[src/rtl/simd_issue_ctrl_pkg.sv]
// simd_issue_ctrl_pkg
// Shared types and helpers for the packed-SIMD issue controller:
//   RV_XLEN        - default datapath width
//   TRANS_ID_BITS  - scoreboard tag width
//   fu_op          - decoded SIMD operation (ALU class and multiply class)
//   simd_class_e   - functional-unit class of an op
//   inflight_t     - one entry of the multiplier in-flight FIFO
//   is_simd_mul()  - true for the multiply-class ops
package simd_issue_ctrl_pkg;

  localparam int unsigned RV_XLEN       = 32;
  localparam int unsigned TRANS_ID_BITS = 3;

  typedef enum logic [3:0] {
    ADD16    = 4'd0,
    SUB16    = 4'd1,
    RADD16   = 4'd2,
    URADD16  = 4'd3,
    KADD16   = 4'd4,
    UKADD16  = 4'd5,
    KSUB16   = 4'd6,
    UKSUB16  = 4'd7,
    CRAS16   = 4'd8,
    CRSA16   = 4'd9,
    KSTAS16  = 4'd10,
    UKSTSA16 = 4'd11,
    SMUL8    = 4'd12,
    UMUL8    = 4'd13
  } fu_op;

  typedef enum logic {
    SIMD_ALU = 1'b0,
    SIMD_MUL = 1'b1
  } simd_class_e;

  typedef struct packed {
    logic                     valid;
    logic [TRANS_ID_BITS-1:0] trans_id;
  } inflight_t;

  function automatic logic is_simd_mul(input fu_op op);
    return (op == SMUL8) || (op == UMUL8);
  endfunction

endpackage

[src/rtl/simd_issue_ctrl_if.sv]
// simd_issue_ctrl_if
// Issue-side handshake and writeback beat of the SIMD issue controller.
//   simd_valid_i / simd_op_i / operand_a_i / operand_b_i / trans_id_i : op from issue
//   simd_ready_o                                                       : op can be accepted
//   result_valid_o / result_o / trans_id_o / wb_hi_o                   : writeback beat
// master = issue stage / scoreboard side, slave = the controller.
interface simd_issue_ctrl_if #(
  parameter int unsigned XLEN = simd_issue_ctrl_pkg::RV_XLEN
);
  import simd_issue_ctrl_pkg::*;

  logic                     simd_valid_i;
  fu_op                     simd_op_i;
  logic [XLEN-1:0]          operand_a_i;
  logic [XLEN-1:0]          operand_b_i;
  logic [TRANS_ID_BITS-1:0] trans_id_i;
  logic                     simd_ready_o;

  logic                     result_valid_o;
  logic [XLEN-1:0]          result_o;
  logic [TRANS_ID_BITS-1:0] trans_id_o;
  logic                     wb_hi_o;

  modport master (
    output simd_valid_i, simd_op_i, operand_a_i, operand_b_i, trans_id_i,
    input  simd_ready_o, result_valid_o, result_o, trans_id_o, wb_hi_o
  );

  modport slave (
    input  simd_valid_i, simd_op_i, operand_a_i, operand_b_i, trans_id_i,
    output simd_ready_o, result_valid_o, result_o, trans_id_o, wb_hi_o
  );

endinterface

[src/rtl/simd_wb_slots.sv]
// simd_wb_slots
// Reservation shift register for the shared writeback port.
//   clk, rst_n : clock, asynchronous active-low reset
//   flush      : drops every reservation
//   set_mask   : reservations made by the op accepted this cycle
//   slots      : bit k set = writeback port busy k cycles from now
module simd_wb_slots #(
  parameter int unsigned Depth = 3
) (
  input  logic           clk,
  input  logic           rst_n,
  input  logic           flush,
  input  logic [Depth:1] set_mask,
  output logic [Depth:1] slots
);

  logic [Depth:1] merged;

  // New reservations are relative to the current cycle, so they are merged
  // before the shift; bit 1 falls off because that cycle has now arrived.
  assign merged = slots | set_mask;

  always_ff @(posedge clk or negedge rst_n) begin
    if (!rst_n) begin
      slots <= '0;
    end else if (flush) begin
      slots <= '0;
    end else begin
      slots <= merged >> 1;
    end
  end

endmodule

[src/rtl/simd_issue_ctrl.sv]
// simd_issue_ctrl
// Sequences packed-SIMD ops from issue to the single-cycle SIMD ALU or the
// pipelined SIMD multiplier and schedules their results onto one writeback
// port. Multiply results (2*XLEN) go back as a low beat then a high beat.
//   clk_i, rst_ni            : clock, asynchronous active-low reset
//   flush_i                  : kill everything not yet written back
//   issue (slave)            : issue handshake and writeback beat
//   alu_op_o/alu_a_o/alu_b_o : ALU request, alu_result_i same-cycle result
//   mul_valid_o/mul_op_o/mul_a_o/mul_b_o : multiplier request
//   mul_valid_i/mul_result_i : multiplier result, MulLatency cycles later
module simd_issue_ctrl
  import simd_issue_ctrl_pkg::*;
#(
  parameter int unsigned MulLatency = 2,
  parameter int unsigned XLEN       = RV_XLEN
) (
  input  logic                clk_i,
  input  logic                rst_ni,
  input  logic                flush_i,
  simd_issue_ctrl_if.slave    issue,
  output fu_op                alu_op_o,
  output logic [XLEN-1:0]     alu_a_o,
  output logic [XLEN-1:0]     alu_b_o,
  input  logic [XLEN-1:0]     alu_result_i,
  output logic                mul_valid_o,
  output fu_op                mul_op_o,
  output logic [XLEN-1:0]     mul_a_o,
  output logic [XLEN-1:0]     mul_b_o,
  input  logic                mul_valid_i,
  input  logic [2*XLEN-1:0]   mul_result_i
);

  localparam int unsigned SlotW = MulLatency + 1;
  localparam int unsigned PtrW  = (MulLatency > 1) ? $clog2(MulLatency) : 1;
  localparam int unsigned CntW  = $clog2(MulLatency + 1);
  localparam logic [PtrW-1:0] LastPtr = PtrW'(MulLatency - 1);

  simd_class_e              op_class;
  logic                     ready;
  logic                     alu_accept;
  logic                     mul_accept;
  logic [SlotW:1]           slot_q;
  logic [SlotW:1]           set_mask;

  logic                     alu_wb_valid_q;
  logic [XLEN-1:0]          alu_wb_data_q;
  logic [TRANS_ID_BITS-1:0] alu_wb_id_q;

  inflight_t                fifo_q [MulLatency];
  logic [PtrW-1:0]          wr_ptr_q;
  logic [PtrW-1:0]          rd_ptr_q;
  logic [CntW-1:0]          cnt_q;
  inflight_t                head;
  logic                     fifo_nonempty;
  logic                     pop;
  logic                     lo_fire;

  logic                     hi_valid_q;
  logic [XLEN-1:0]          hi_data_q;
  logic [TRANS_ID_BITS-1:0] hi_id_q;

  function automatic logic [PtrW-1:0] ptr_inc(input logic [PtrW-1:0] p);
    return (p == LastPtr) ? '0 : p + PtrW'(1);
  endfunction

  assign op_class = is_simd_mul(issue.simd_op_i) ? SIMD_MUL : SIMD_ALU;

  // Readiness looks only at the op and the reservations, never at valid,
  // so the issue stage can use it to decide whether to present the op.
  // A multiply claims two consecutive beats, hence two slots to check.
  always_comb begin
    if (op_class == SIMD_MUL) begin
      ready = !slot_q[MulLatency] && !slot_q[MulLatency+1];
    end else begin
      ready = !slot_q[1];
    end
    ready = ready && !flush_i;
  end

  assign issue.simd_ready_o = ready;
  assign alu_accept = issue.simd_valid_i && ready && (op_class == SIMD_ALU);
  assign mul_accept = issue.simd_valid_i && ready && (op_class == SIMD_MUL);

  always_comb begin
    set_mask = '0;
    if (alu_accept) begin
      set_mask[1] = 1'b1;
    end
    if (mul_accept) begin
      set_mask[MulLatency]   = 1'b1;
      set_mask[MulLatency+1] = 1'b1;
    end
  end

  simd_wb_slots #(
    .Depth (SlotW)
  ) u_slots (
    .clk      (clk_i),
    .rst_n    (rst_ni),
    .flush    (flush_i),
    .set_mask (set_mask),
    .slots    (slot_q)
  );

  // Functional-unit requests are quiet (all zero) unless the op is accepted.
  assign alu_op_o    = alu_accept ? issue.simd_op_i   : ADD16;
  assign alu_a_o     = alu_accept ? issue.operand_a_i : '0;
  assign alu_b_o     = alu_accept ? issue.operand_b_i : '0;
  assign mul_valid_o = mul_accept;
  assign mul_op_o    = mul_accept ? issue.simd_op_i   : ADD16;
  assign mul_a_o     = mul_accept ? issue.operand_a_i : '0;
  assign mul_b_o     = mul_accept ? issue.operand_b_i : '0;

  always_ff @(posedge clk_i or negedge rst_ni) begin
    if (!rst_ni) begin
      alu_wb_valid_q <= 1'b0;
      alu_wb_data_q  <= '0;
      alu_wb_id_q    <= '0;
    end else begin
      alu_wb_valid_q <= alu_accept;
      if (alu_accept) begin
        alu_wb_data_q <= alu_result_i;
        alu_wb_id_q   <= issue.trans_id_i;
      end
    end
  end

  // The multiplier returns in issue order, so the FIFO head always belongs
  // to the result arriving now. Flush only clears valid bits: the killed
  // results still come back and must pop their own entries.
  assign head          = fifo_q[rd_ptr_q];
  assign fifo_nonempty = (cnt_q != '0);
  assign pop           = mul_valid_i && fifo_nonempty;
  assign lo_fire       = pop && head.valid;

  always_ff @(posedge clk_i or negedge rst_ni) begin
    if (!rst_ni) begin
      for (int i = 0; i < int'(MulLatency); i++) begin
        fifo_q[i] <= '0;
      end
      wr_ptr_q <= '0;
      rd_ptr_q <= '0;
      cnt_q    <= '0;
    end else begin
      if (flush_i) begin
        for (int i = 0; i < int'(MulLatency); i++) begin
          fifo_q[i].valid <= 1'b0;
        end
      end
      if (mul_accept) begin
        fifo_q[wr_ptr_q] <= '{valid: 1'b1, trans_id: issue.trans_id_i};
        wr_ptr_q         <= ptr_inc(wr_ptr_q);
      end
      if (pop) begin
        rd_ptr_q <= ptr_inc(rd_ptr_q);
      end
      case ({mul_accept, pop})
        2'b10:   cnt_q <= cnt_q + CntW'(1);
        2'b01:   cnt_q <= cnt_q - CntW'(1);
        default: cnt_q <= cnt_q;
      endcase
    end
  end

  // High word waits one cycle here; its slot was reserved at accept time.
  always_ff @(posedge clk_i or negedge rst_ni) begin
    if (!rst_ni) begin
      hi_valid_q <= 1'b0;
      hi_data_q  <= '0;
      hi_id_q    <= '0;
    end else begin
      hi_valid_q <= lo_fire && !flush_i;
      if (lo_fire) begin
        hi_data_q <= mul_result_i[2*XLEN-1:XLEN];
        hi_id_q   <= head.trans_id;
      end
    end
  end

  // At most one source is live thanks to the reservations; a beat that
  // would go out in a flush cycle is killed along with everything else.
  always_comb begin
    issue.result_valid_o = 1'b0;
    issue.result_o       = '0;
    issue.trans_id_o     = '0;
    issue.wb_hi_o        = 1'b0;
    if (!flush_i) begin
      if (alu_wb_valid_q) begin
        issue.result_valid_o = 1'b1;
        issue.result_o       = alu_wb_data_q;
        issue.trans_id_o     = alu_wb_id_q;
      end else if (lo_fire) begin
        issue.result_valid_o = 1'b1;
        issue.result_o       = mul_result_i[XLEN-1:0];
        issue.trans_id_o     = head.trans_id;
      end else if (hi_valid_q) begin
        issue.result_valid_o = 1'b1;
        issue.result_o       = hi_data_q;
        issue.trans_id_o     = hi_id_q;
        issue.wb_hi_o        = 1'b1;
      end
    end
  end

  wb_single_beat: assert property (@(posedge clk_i) disable iff (!rst_ni)
    $onehot0({alu_wb_valid_q, lo_fire, hi_valid_q}));

  no_orphan_return: assert property (@(posedge clk_i) disable iff (!rst_ni)
    mul_valid_i |-> fifo_nonempty);

endmodule
[src/flat_wrapper.sv]
// flat-port wrapper written by rule: the top's interface ports become plain ports
module simd_issue_ctrl_flat import simd_issue_ctrl_pkg::*;
#(
  parameter int unsigned MulLatency = 2,
  parameter int unsigned XLEN       = RV_XLEN
)
  (clk_i, rst_ni, flush_i, alu_op_o, alu_a_o, alu_b_o, alu_result_i, mul_valid_o, mul_op_o, mul_a_o, mul_b_o, mul_valid_i, mul_result_i, issue_simd_valid_i, issue_simd_op_i, issue_operand_a_i, issue_operand_b_i, issue_trans_id_i, issue_simd_ready_o, issue_result_valid_o, issue_result_o, issue_trans_id_o, issue_wb_hi_o);
  simd_issue_ctrl_if #(.XLEN(XLEN)) issue_i ();
  input  logic clk_i;
  input  logic rst_ni;
  input  logic flush_i;
  output fu_op alu_op_o;
  output logic [XLEN-1:0] alu_a_o;
  output logic [XLEN-1:0] alu_b_o;
  input  logic [XLEN-1:0] alu_result_i;
  output logic mul_valid_o;
  output fu_op mul_op_o;
  output logic [XLEN-1:0] mul_a_o;
  output logic [XLEN-1:0] mul_b_o;
  input  logic mul_valid_i;
  input  logic [2*XLEN-1:0] mul_result_i;
  input wire logic [$bits(issue_i.simd_valid_i)-1:0] issue_simd_valid_i;
  input wire logic [$bits(issue_i.simd_op_i)-1:0] issue_simd_op_i;
  input wire logic [$bits(issue_i.operand_a_i)-1:0] issue_operand_a_i;
  input wire logic [$bits(issue_i.operand_b_i)-1:0] issue_operand_b_i;
  input wire logic [$bits(issue_i.trans_id_i)-1:0] issue_trans_id_i;
  output wire logic [$bits(issue_i.simd_ready_o)-1:0] issue_simd_ready_o;
  output wire logic [$bits(issue_i.result_valid_o)-1:0] issue_result_valid_o;
  output wire logic [$bits(issue_i.result_o)-1:0] issue_result_o;
  output wire logic [$bits(issue_i.trans_id_o)-1:0] issue_trans_id_o;
  output wire logic [$bits(issue_i.wb_hi_o)-1:0] issue_wb_hi_o;
  assign issue_i.simd_valid_i = issue_simd_valid_i;
  assign issue_i.simd_op_i = issue_simd_op_i;
  assign issue_i.operand_a_i = issue_operand_a_i;
  assign issue_i.operand_b_i = issue_operand_b_i;
  assign issue_i.trans_id_i = issue_trans_id_i;
  assign issue_simd_ready_o = issue_i.simd_ready_o;
  assign issue_result_valid_o = issue_i.result_valid_o;
  assign issue_result_o = issue_i.result_o;
  assign issue_trans_id_o = issue_i.trans_id_o;
  assign issue_wb_hi_o = issue_i.wb_hi_o;
  simd_issue_ctrl #(.MulLatency(MulLatency), .XLEN(XLEN)) u_core (.clk_i(clk_i), .rst_ni(rst_ni), .flush_i(flush_i), .issue(issue_i), .alu_op_o(alu_op_o), .alu_a_o(alu_a_o), .alu_b_o(alu_b_o), .alu_result_i(alu_result_i), .mul_valid_o(mul_valid_o), .mul_op_o(mul_op_o), .mul_a_o(mul_a_o), .mul_b_o(mul_b_o), .mul_valid_i(mul_valid_i), .mul_result_i(mul_result_i));
endmodule
[config.mk]
export PLATFORM = sky130hd
export DESIGN_NAME = simd_issue_ctrl_flat
export DESIGN_NICKNAME = d
export VERILOG_FILES = /design/src/rtl/simd_issue_ctrl_pkg.sv /design/src/rtl/simd_issue_ctrl_if.sv /design/src/rtl/simd_wb_slots.sv /design/src/rtl/simd_issue_ctrl.sv /design/src/flat_wrapper.sv
export SDC_FILE = /design/constraint.sdc
export NUM_CORES = 1
export LEC_CHECK = 0
export ABC_AREA = 1
export BUFFER_PORTS_ARGS = -buffer_cell sky130_fd_sc_hd__buf_4
export CORE_ASPECT_RATIO = 0.8
export CORE_MARGIN = 4
export CORE_UTILIZATION = 30
export DETAILED_ROUTE_END_ITERATION = 10
export PLACE_DENSITY = 0.59
export SETUP_SLACK_MARGIN = 0.5
export SLEW_MARGIN = 20
export SYNTH_ARGS = -nofsm -noshare
export SYNTH_HDL_FRONTEND = slang
export SYNTH_SLANG_ARGS = --single-unit
export TNS_END_PERCENT = 100
[constraint.sdc]
create_clock -name clk_i -period 2 [get_ports clk_i]
set_input_delay 0.1 -clock clk_i [delete_from_list [all_inputs] [get_ports clk_i]]
set_output_delay 0.1 -clock clk_i [all_outputs]
set_load 0.1 [all_outputs]
==> impl_metrics.csv, run 1 <==
group,metric,value,unit
yosys,synth-simple-area-share,43.4,%
cts,clock-sinks,86,
timing,clock.fmax,476,MHz
timing,finalMaxSlewViolations,0,
die,initial_utilization,30.8,%
cts,clkTransAtPathRegs,60,ps
timing,tns,-5560,ps
cells_and_area,final_area,14700,µm²
hold_path,hold_depth,3,
die,rows,43,
cells_and_area,fin_nets,1517,
yosys,async_flop_share,100,%
hold_path,hold_path_class,"in -> reg",
yosys,synth_area_per_cell,6.17,µm²
power,power_density,659,nW/µm²
cells_and_area,seq_area,2150,µm²
detailed_routing,vias,7810,
timing,maxSlewHeadroom,58.0,%
die,io_pins,347,
die,die_w,158,µm
cells_and_area,fillers,906,
cts,cts_tree,"done",
setup_path,critPathKind,"reg -> out",
detailed_routing,initialDrtViolationCount,527,
setup_path,r2r_cells,13,
setup_path,r2r-end,"u_core.alu_wb_data_q[9]$_DFFE_PN0P_",
placement,numPlacedInstances,1418,
setup_path,r2r-start,"u_core.u_slots.slots[2]$_DFF_PN0_",
detailed_routing,wl_per_cell,22.8,µm
global_route,grt_start_max_net_pins,49,
yosys,synth.ff_latch_count,86,
placement,place.gp.congestion,0.867,
yosys,synth_top_cell_area_share,40.1,%
yosys,synthMuxAreaShare,0,%
yosys,yosysUniqueCellTypes,24,
timing,final.min_clock_period,2100,ps
cts,cts_buffer_depth,2,
yosys,synth.area.top_cells,"dfrtp_1 (40%), nand2_1 (24%), nor2_1 (16%)",
yosys,synth_top_family_by_area,"simple AND/OR/NAND/NOR gates",
global_route,antenna_found_initial,1,
setup_path,cp-end-kind,"output pin",
cells_and_area,multiInputGateArea,4440,µm²
die,die_h,128,µm
timing,finClkSkew,9.74,ps
setup_path,worstPathMaxFanout,8,
placement,place.port_buffers,345,
yosys,synthCells,870,
global_route,overflow,0,
yosys,syn_nets,1043,
hold_path,hold_start,"flush_i",
power,p_leak,6.90,nW
timing,tightest_slew,631,ps
timing,rsz0062_at_grt,"yes",
cts,insertion_delay,340,ps
placement,place_area,9390,µm²
status,violations,"negative setup slack",
status,outcome,"complete, but fails checks",
yosys,yosys_warnings,0,
cells_and_area,n_antenna_cell,0,
setup_path,arrival,2000,ps
global_route,grt_pass1_vias,8426,
timing,hold_violations,0,
placement,hpwlAfterDp,19.6,mm
setup_path,cp-startpoint,"u_core.u_slots.slots[2]$_DFF_PN0_",
yosys,synth_edf_count,0,
global_route,grt_use_total,33.9,%
detailed_routing,dr.pass1.iters,5,
cells_and_area,stdcell_count,1574,
yosys,synthAdderAreaFrac,0.233,%
global_route,grt_pass1_wl,51.5,mm
yosys,ys_dominant_reg_cell,"dfrtp_1",
timing,period_share,105,%
cts,cts_buffers,9,
timing,worst_slack,-101,ps
flow_run,max-cap-violations,0,
setup_path,crit_required,1900,ps
yosys,synthesis.area,5370,µm²
yosys,seq_area_frac_synth,40.1,%
power,peakVddDrop,0.000558,V
cells_and_area,drive_gt1_share,58.0,%
cts,cts_root_buf,"clkbuf_16",
yosys,yosysTopAreaCell,"dfrtp_1",
timing,finalSetupViolations,144,
cells_and_area,area_growth,173,%
yosys,synth_compound_area_share,3.87,%
cts,htree_levels,3,
power,total_power,9.66,mW
detailed_routing,ant_nets,0,
setup_path,r2r_slack,-20,ps
detailed_routing,via_per_inst,4.96,
yosys,yosys.area_share.xor_xnor,0.489,%
die,design.die.area,20100,µm²
die,fp.coreArea,17400,µm²
hold_path,holdPathEnd,"u_core.u_slots.slots[1]$_DFF_PN0_",
detailed_routing,totalWireLength,35.8,mm
detailed_routing,drc,0,
setup_path,crit_path_start_kind,"flip-flop",
==> critical path, cell delays in order (launching register included) <==
cell and delay (ps):
dfrtp_1 390, nand4_1 170, nand2_1 120, nor2_4 140, nand3_4 110, buf_12 170
buf_6 120, buf_12 140, nor2_4 110, buf_12 180
==> synthesized netlist by cell type, types with 2 or more instances <==
cell / number
xnor2_1: 2
nand4_1: 9
nor2_4: 3
inv_1: 84
buf_2: 18
dfrtp_1: 86
buf_4: 5
nand2_1: 346
nor2_1: 229
buf_6: 10
nand3_1: 7
clkbuf_1: 18
a21oi_1: 6
inv_2: 4
o21ai_0: 34
==> cell type report <==
class                           count  share of cell area, %
Timing Repair Buffer              513                   48.5
Clock inverter                      6                  0.316
Clock buffer                       10                   1.63
Sequential cell                    86                   14.7
Multi-Input combinational cell    645                   30.3
Inverter                           88                   2.53
Timing Repair inverter              1                 0.0769
Tap cell                          225                   1.92
==> routing by layer <==
metal | GRT usage [%] | wire length (µm) | share of wire [%]
met4 | 13.6 | 1410 | 3.9
met1 | 40.6 | 13400 | 38
met5 | 0 | 13 | 0.036
met2 | 58.3 | 18400 | 51
met3 | 8.23 | 2550 | 7.1
==> cells by family after synthesis <==
kind of cell,after synthesis
simple gates,599
buf+inv,139
flops,86
compound gates,41
xor+xnor,3
fa+ha+maj,1
other cells,1
==> metrics by stage <==
step	worst slack [ps]	utilization (%)	hold slack (ps)
6_report	-101	84.1	147
4_1_cts	-65.1	80.7	135
2_1_floorplan	-488	-	-196
3_5_place_dp	107	53.9	162
5_1_grt	-147	84.1	148
3_3_place_gp	124	53.9	160
==> where the power goes <==
group          leakage (nW)  internal, mW  switching, mW  total (mW)
Clock                 0.135         0.883          0.738        1.62
Sequential             1.08          2.24          0.330        2.57
Combinational          5.68          2.27           3.20        5.47
==> cell usage in the layout (no fill, tap or decap), drive strengths merged <==
| cell | netlist | layout |
|---|---|---|
| clkbuf | 18 | 14 |
| inv | 88 | 86 |
| ha | 1 | 1 |
| buf | 33 | 438 |
| clkinvlp | 0 | 6 |
| nand4 | 9 | 9 |
| dfrtp | 86 | 86 |
| nand3 | 8 | 8 |
| o21ai | 34 | 34 |
| dlygate4sd3 | 0 | 68 |
| conb | 1 | 1 |
| nor2 | 233 | 233 |
| clkinv | 0 | 3 |
| xor2 | 1 | 1 |
| o21a | 1 | 1 |
| nand2 | 348 | 348 |
| nor4 | 1 | 1 |
| xnor2 | 2 | 2 |
| a21oi | 6 | 6 |
| bufbuf | 0 | 3 |
==> state kept, by name, indices dropped and copies added (netlist names), 2 cells and up, named ones only <==
| name | count |
|---|---|
| u_core.alu_wb_id_q | 3 |
| u_core.cnt_q | 2 |
| u_core.alu_wb_data_q | 32 |
| u_core.u_slots.slots | 2 |
| u_core.fifo_q | 2 |
| u_core.hi_data_q | 32 |
| u_core.hi_id_q | 3 |
==> worst max path at each step <==
stage | to | slack (ps) | cells after the start
global placement | issue_result_o[31] | 120 | 11
finish | alu_b_o[8] | -100 | 9
CTS | issue_result_o[16] | -70 | 11
detailed placement | issue_result_o[31] | 110 | 11
global route | alu_op_o[3] | -150 | 9
floorplan | alu_a_o[0] | -490 | 7
==> repair_timing <==
item | CTS | global route
setup buffers | 35 | 8
endpoints found under the setup margin | 238 | 248
resized for setup | 693 | 110
hold buffers | 68 | 0
pin swaps | 24 | 46
cloned | 24 | 5
endpoints found under the hold margin | 112 | 0
Note: power is estimated with default switching activity, not from simulation.
==> run 2, diff against run 1 <==
CAP_MARGIN = 30   (was unset)
CELL_PAD_IN_SITES_DETAIL_PLACEMENT = 0   (was unset)
CELL_PAD_IN_SITES_GLOBAL_PLACEMENT = 1   (was unset)
CORE_UTILIZATION = 27   (was 30)
PLACE_DENSITY = 0.78   (was 0.59)
==> run 2 against run 1 <==
Compared with the run above: the flow still finishes with violations (negative setup slack); maximum frequency is 4.4% higher; cell area decreased by 2.9%; utilization down 10 points; wire length fell by 5.3%; critical endpoint is now issue_result_o[11].
==> impl_metrics.csv, run 2 (same netlist as run 1, synthesis figures left out) <==
group,metric,value,unit
cts,clkTransAtPathRegs,60,ps
status,violations,"negative setup slack",
detailed_routing,drc,0,
cells_and_area,final_area,14200,µm²
placement,place_area,9390,µm²
detailed_routing,initialDrtViolationCount,445,
setup_path,crit_required,1900,ps
timing,maxSlewHeadroom,64.5,%
setup_path,r2r-end,"u_core.cnt_q[1]$_DFFE_PN0P_",
die,die_w,166,µm
cts,htree_levels,3,
cts,cts_root_buf,"clkbuf_16",
detailed_routing,ant_nets,0,
setup_path,r2r_slack,20,ps
timing,tightest_slew,526,ps
hold_path,hold_path_class,"in -> reg",
die,design.die.area,22200,µm²
placement,numPlacedInstances,1447,
global_route,grt_pass1_vias,7671,
global_route,grt_pass1_wl,46.1,mm
die,io_pins,347,
setup_path,worstSetupEndpoint,"issue_result_o[11]",
setup_path,cp-startpoint,"u_core.rd_ptr_q$_DFFE_PN0P_",
timing,worst_slack,-13.0,ps
cts,cts_buffers,9,
timing,timing.hold.ws,143,ps
setup_path,crit_path_start_kind,"flip-flop",
cells_and_area,n_antenna_cell,0,
timing,tns,-41.0,ps
placement,hpwlAfterDp,20.2,mm
timing,clock.fmax,497,MHz
die,rows,45,
status,outcome,"complete, but fails checks",
setup_path,worstPathMaxFanout,10,
setup_path,cp-end-kind,"output pin",
cts,cts_buffer_depth,2,
detailed_routing,wl_per_cell,21.4,µm
detailed_routing,dr.pass1.iters,5,
setup_path,r2r_cells,9,
die,die_h,134,µm
cells_and_area,drive_gt1_share,54.9,%
global_route,grt_use_total,26.6,%
global_route,overflow,0,
timing,hold_violations,0,
detailed_routing,vias,7422,
cells_and_area,fin_nets,1499,
timing,finalSetupViolations,5,
power,peakVddDrop,0.000562,V
power,p_leak,6.60,nW
timing,rsz0062_at_grt,"yes",
cells_and_area,area_growth,165,%
global_route,antenna_found_initial,2,
cells_and_area,largestRegisters,"u_core.alu_wb_data_q (32), u_core.hi_data_q (32)",
cts,clock-sinks,86,
cells_and_area,final_cell_mix,"nand2_1 (290), buf_4 (202), buf_12 (187)",
die,fp.coreArea,19300,µm²
placement,place.port_buffers,345,
power,total_power,9.39,mW
cells_and_area,stdcell_count,1589,
timing,finalMaxSlewViolations,0,
detailed_routing,totalWireLength,33.9,mm
placement,dpl_worst_slack,157,ps
setup_path,arrival,1910,ps
global_route,grt_start_max_net_pins,47,
setup_path,critPathKind,"reg -> out",
cells_and_area,layout_commonest_cell,"nand2_1",
timing,final.min_clock_period,2010,ps
cells_and_area,fin_util,73.9,%
flow_run,max-cap-violations,0,
power,power_density,660,nW/µm²
die,initial_utilization,27.9,%
timing,finClkSkew,9.46,ps
placement,place.gp.congestion,0.860,
detailed_routing,via_per_inst,4.67,
setup_path,r2r-start,"u_core.u_slots.slots[2]$_DFF_PN0_",
timing,period_share,101,%
cts,cts_tree,"done",
cts,insertion_delay,360,ps
## run 2: cell count changes in the layout (fill, tap and decap cells not counted), moves of 3 or more
cell,delta
nand2_1,+28
nand2_4,-15
nand2_2,-13
buf_16,-8
buf_4,-5
clkbuf_16,+5
buf_6,-3
## run 2: per-layer routing
layer  global-route usage, %  vias to the layer above  part of all wire (%)
met1                    32.5                     3508                    38
met5                       0                        -                 0.065
met2                    43.8                      315                    50
met3                    7.90                       87                   6.9
met4                    11.5                        4                   4.9
li1                        -                     3508                     -
## run 2: timing repair
action,CTS,global route
hold buffers,68,0
gates resized for setup,527,211
pin swaps,27,22
hold endpoints to repair,91,0
setup buffers,24,7
setup endpoints to repair,213,237
gates cloned,14,13
## run 2: how the worst min path moves through the flow
stage          startpoint  slack, ps                                    to  depth (start not counted)
2_1_floorplan      rst_ni       -200                             async pin                          0
3_3_place_gp       rst_ni         20  u_core.alu_wb_data_q[25]$_DFFE_PN0P_                          1
3_5_place_dp       rst_ni         20  u_core.alu_wb_data_q[25]$_DFFE_PN0P_                          1
4_1_cts           flush_i        130     u_core.u_slots.slots[1]$_DFF_PN0_                          3
5_1_grt           flush_i        150           u_core.hi_valid_q$_DFF_PN0_                          3
6_report          flush_i        140     u_core.u_slots.slots[1]$_DFF_PN0_                          3
## run 2: power by group
part | switching, mW | total [mW] | internal [mW]
Sequential | 0.311 | 2.55 | 2.24
Clock | 0.770 | 1.75 | 0.978
Combinational | 3.03 | 5.10 | 2.07
## run 2: worst max-delay path: stages, from the launching register on
cell	delay, ps
dfrtp_1	420
inv_2	100
nor2_4	40
nor2_4	140
nand2_8	90
inv_16	110
clkbuf_16	160
nand2_2	50
nand2_2	70
nor2_4	60
nor2_4	110
buf_12	180
## run 2: layout make-up
cell class / instances / area (µm²)
Timing Repair Buffer: 496 / 6800
Fill cell: 1312 / 5030
Multi-Input combinational cell: 645 / 4270
Sequential cell: 86 / 2150
Inverter: 88 / 374
Tap cell: 258 / 323
Clock buffer: 10 / 229
Clock inverter: 6 / 70.1
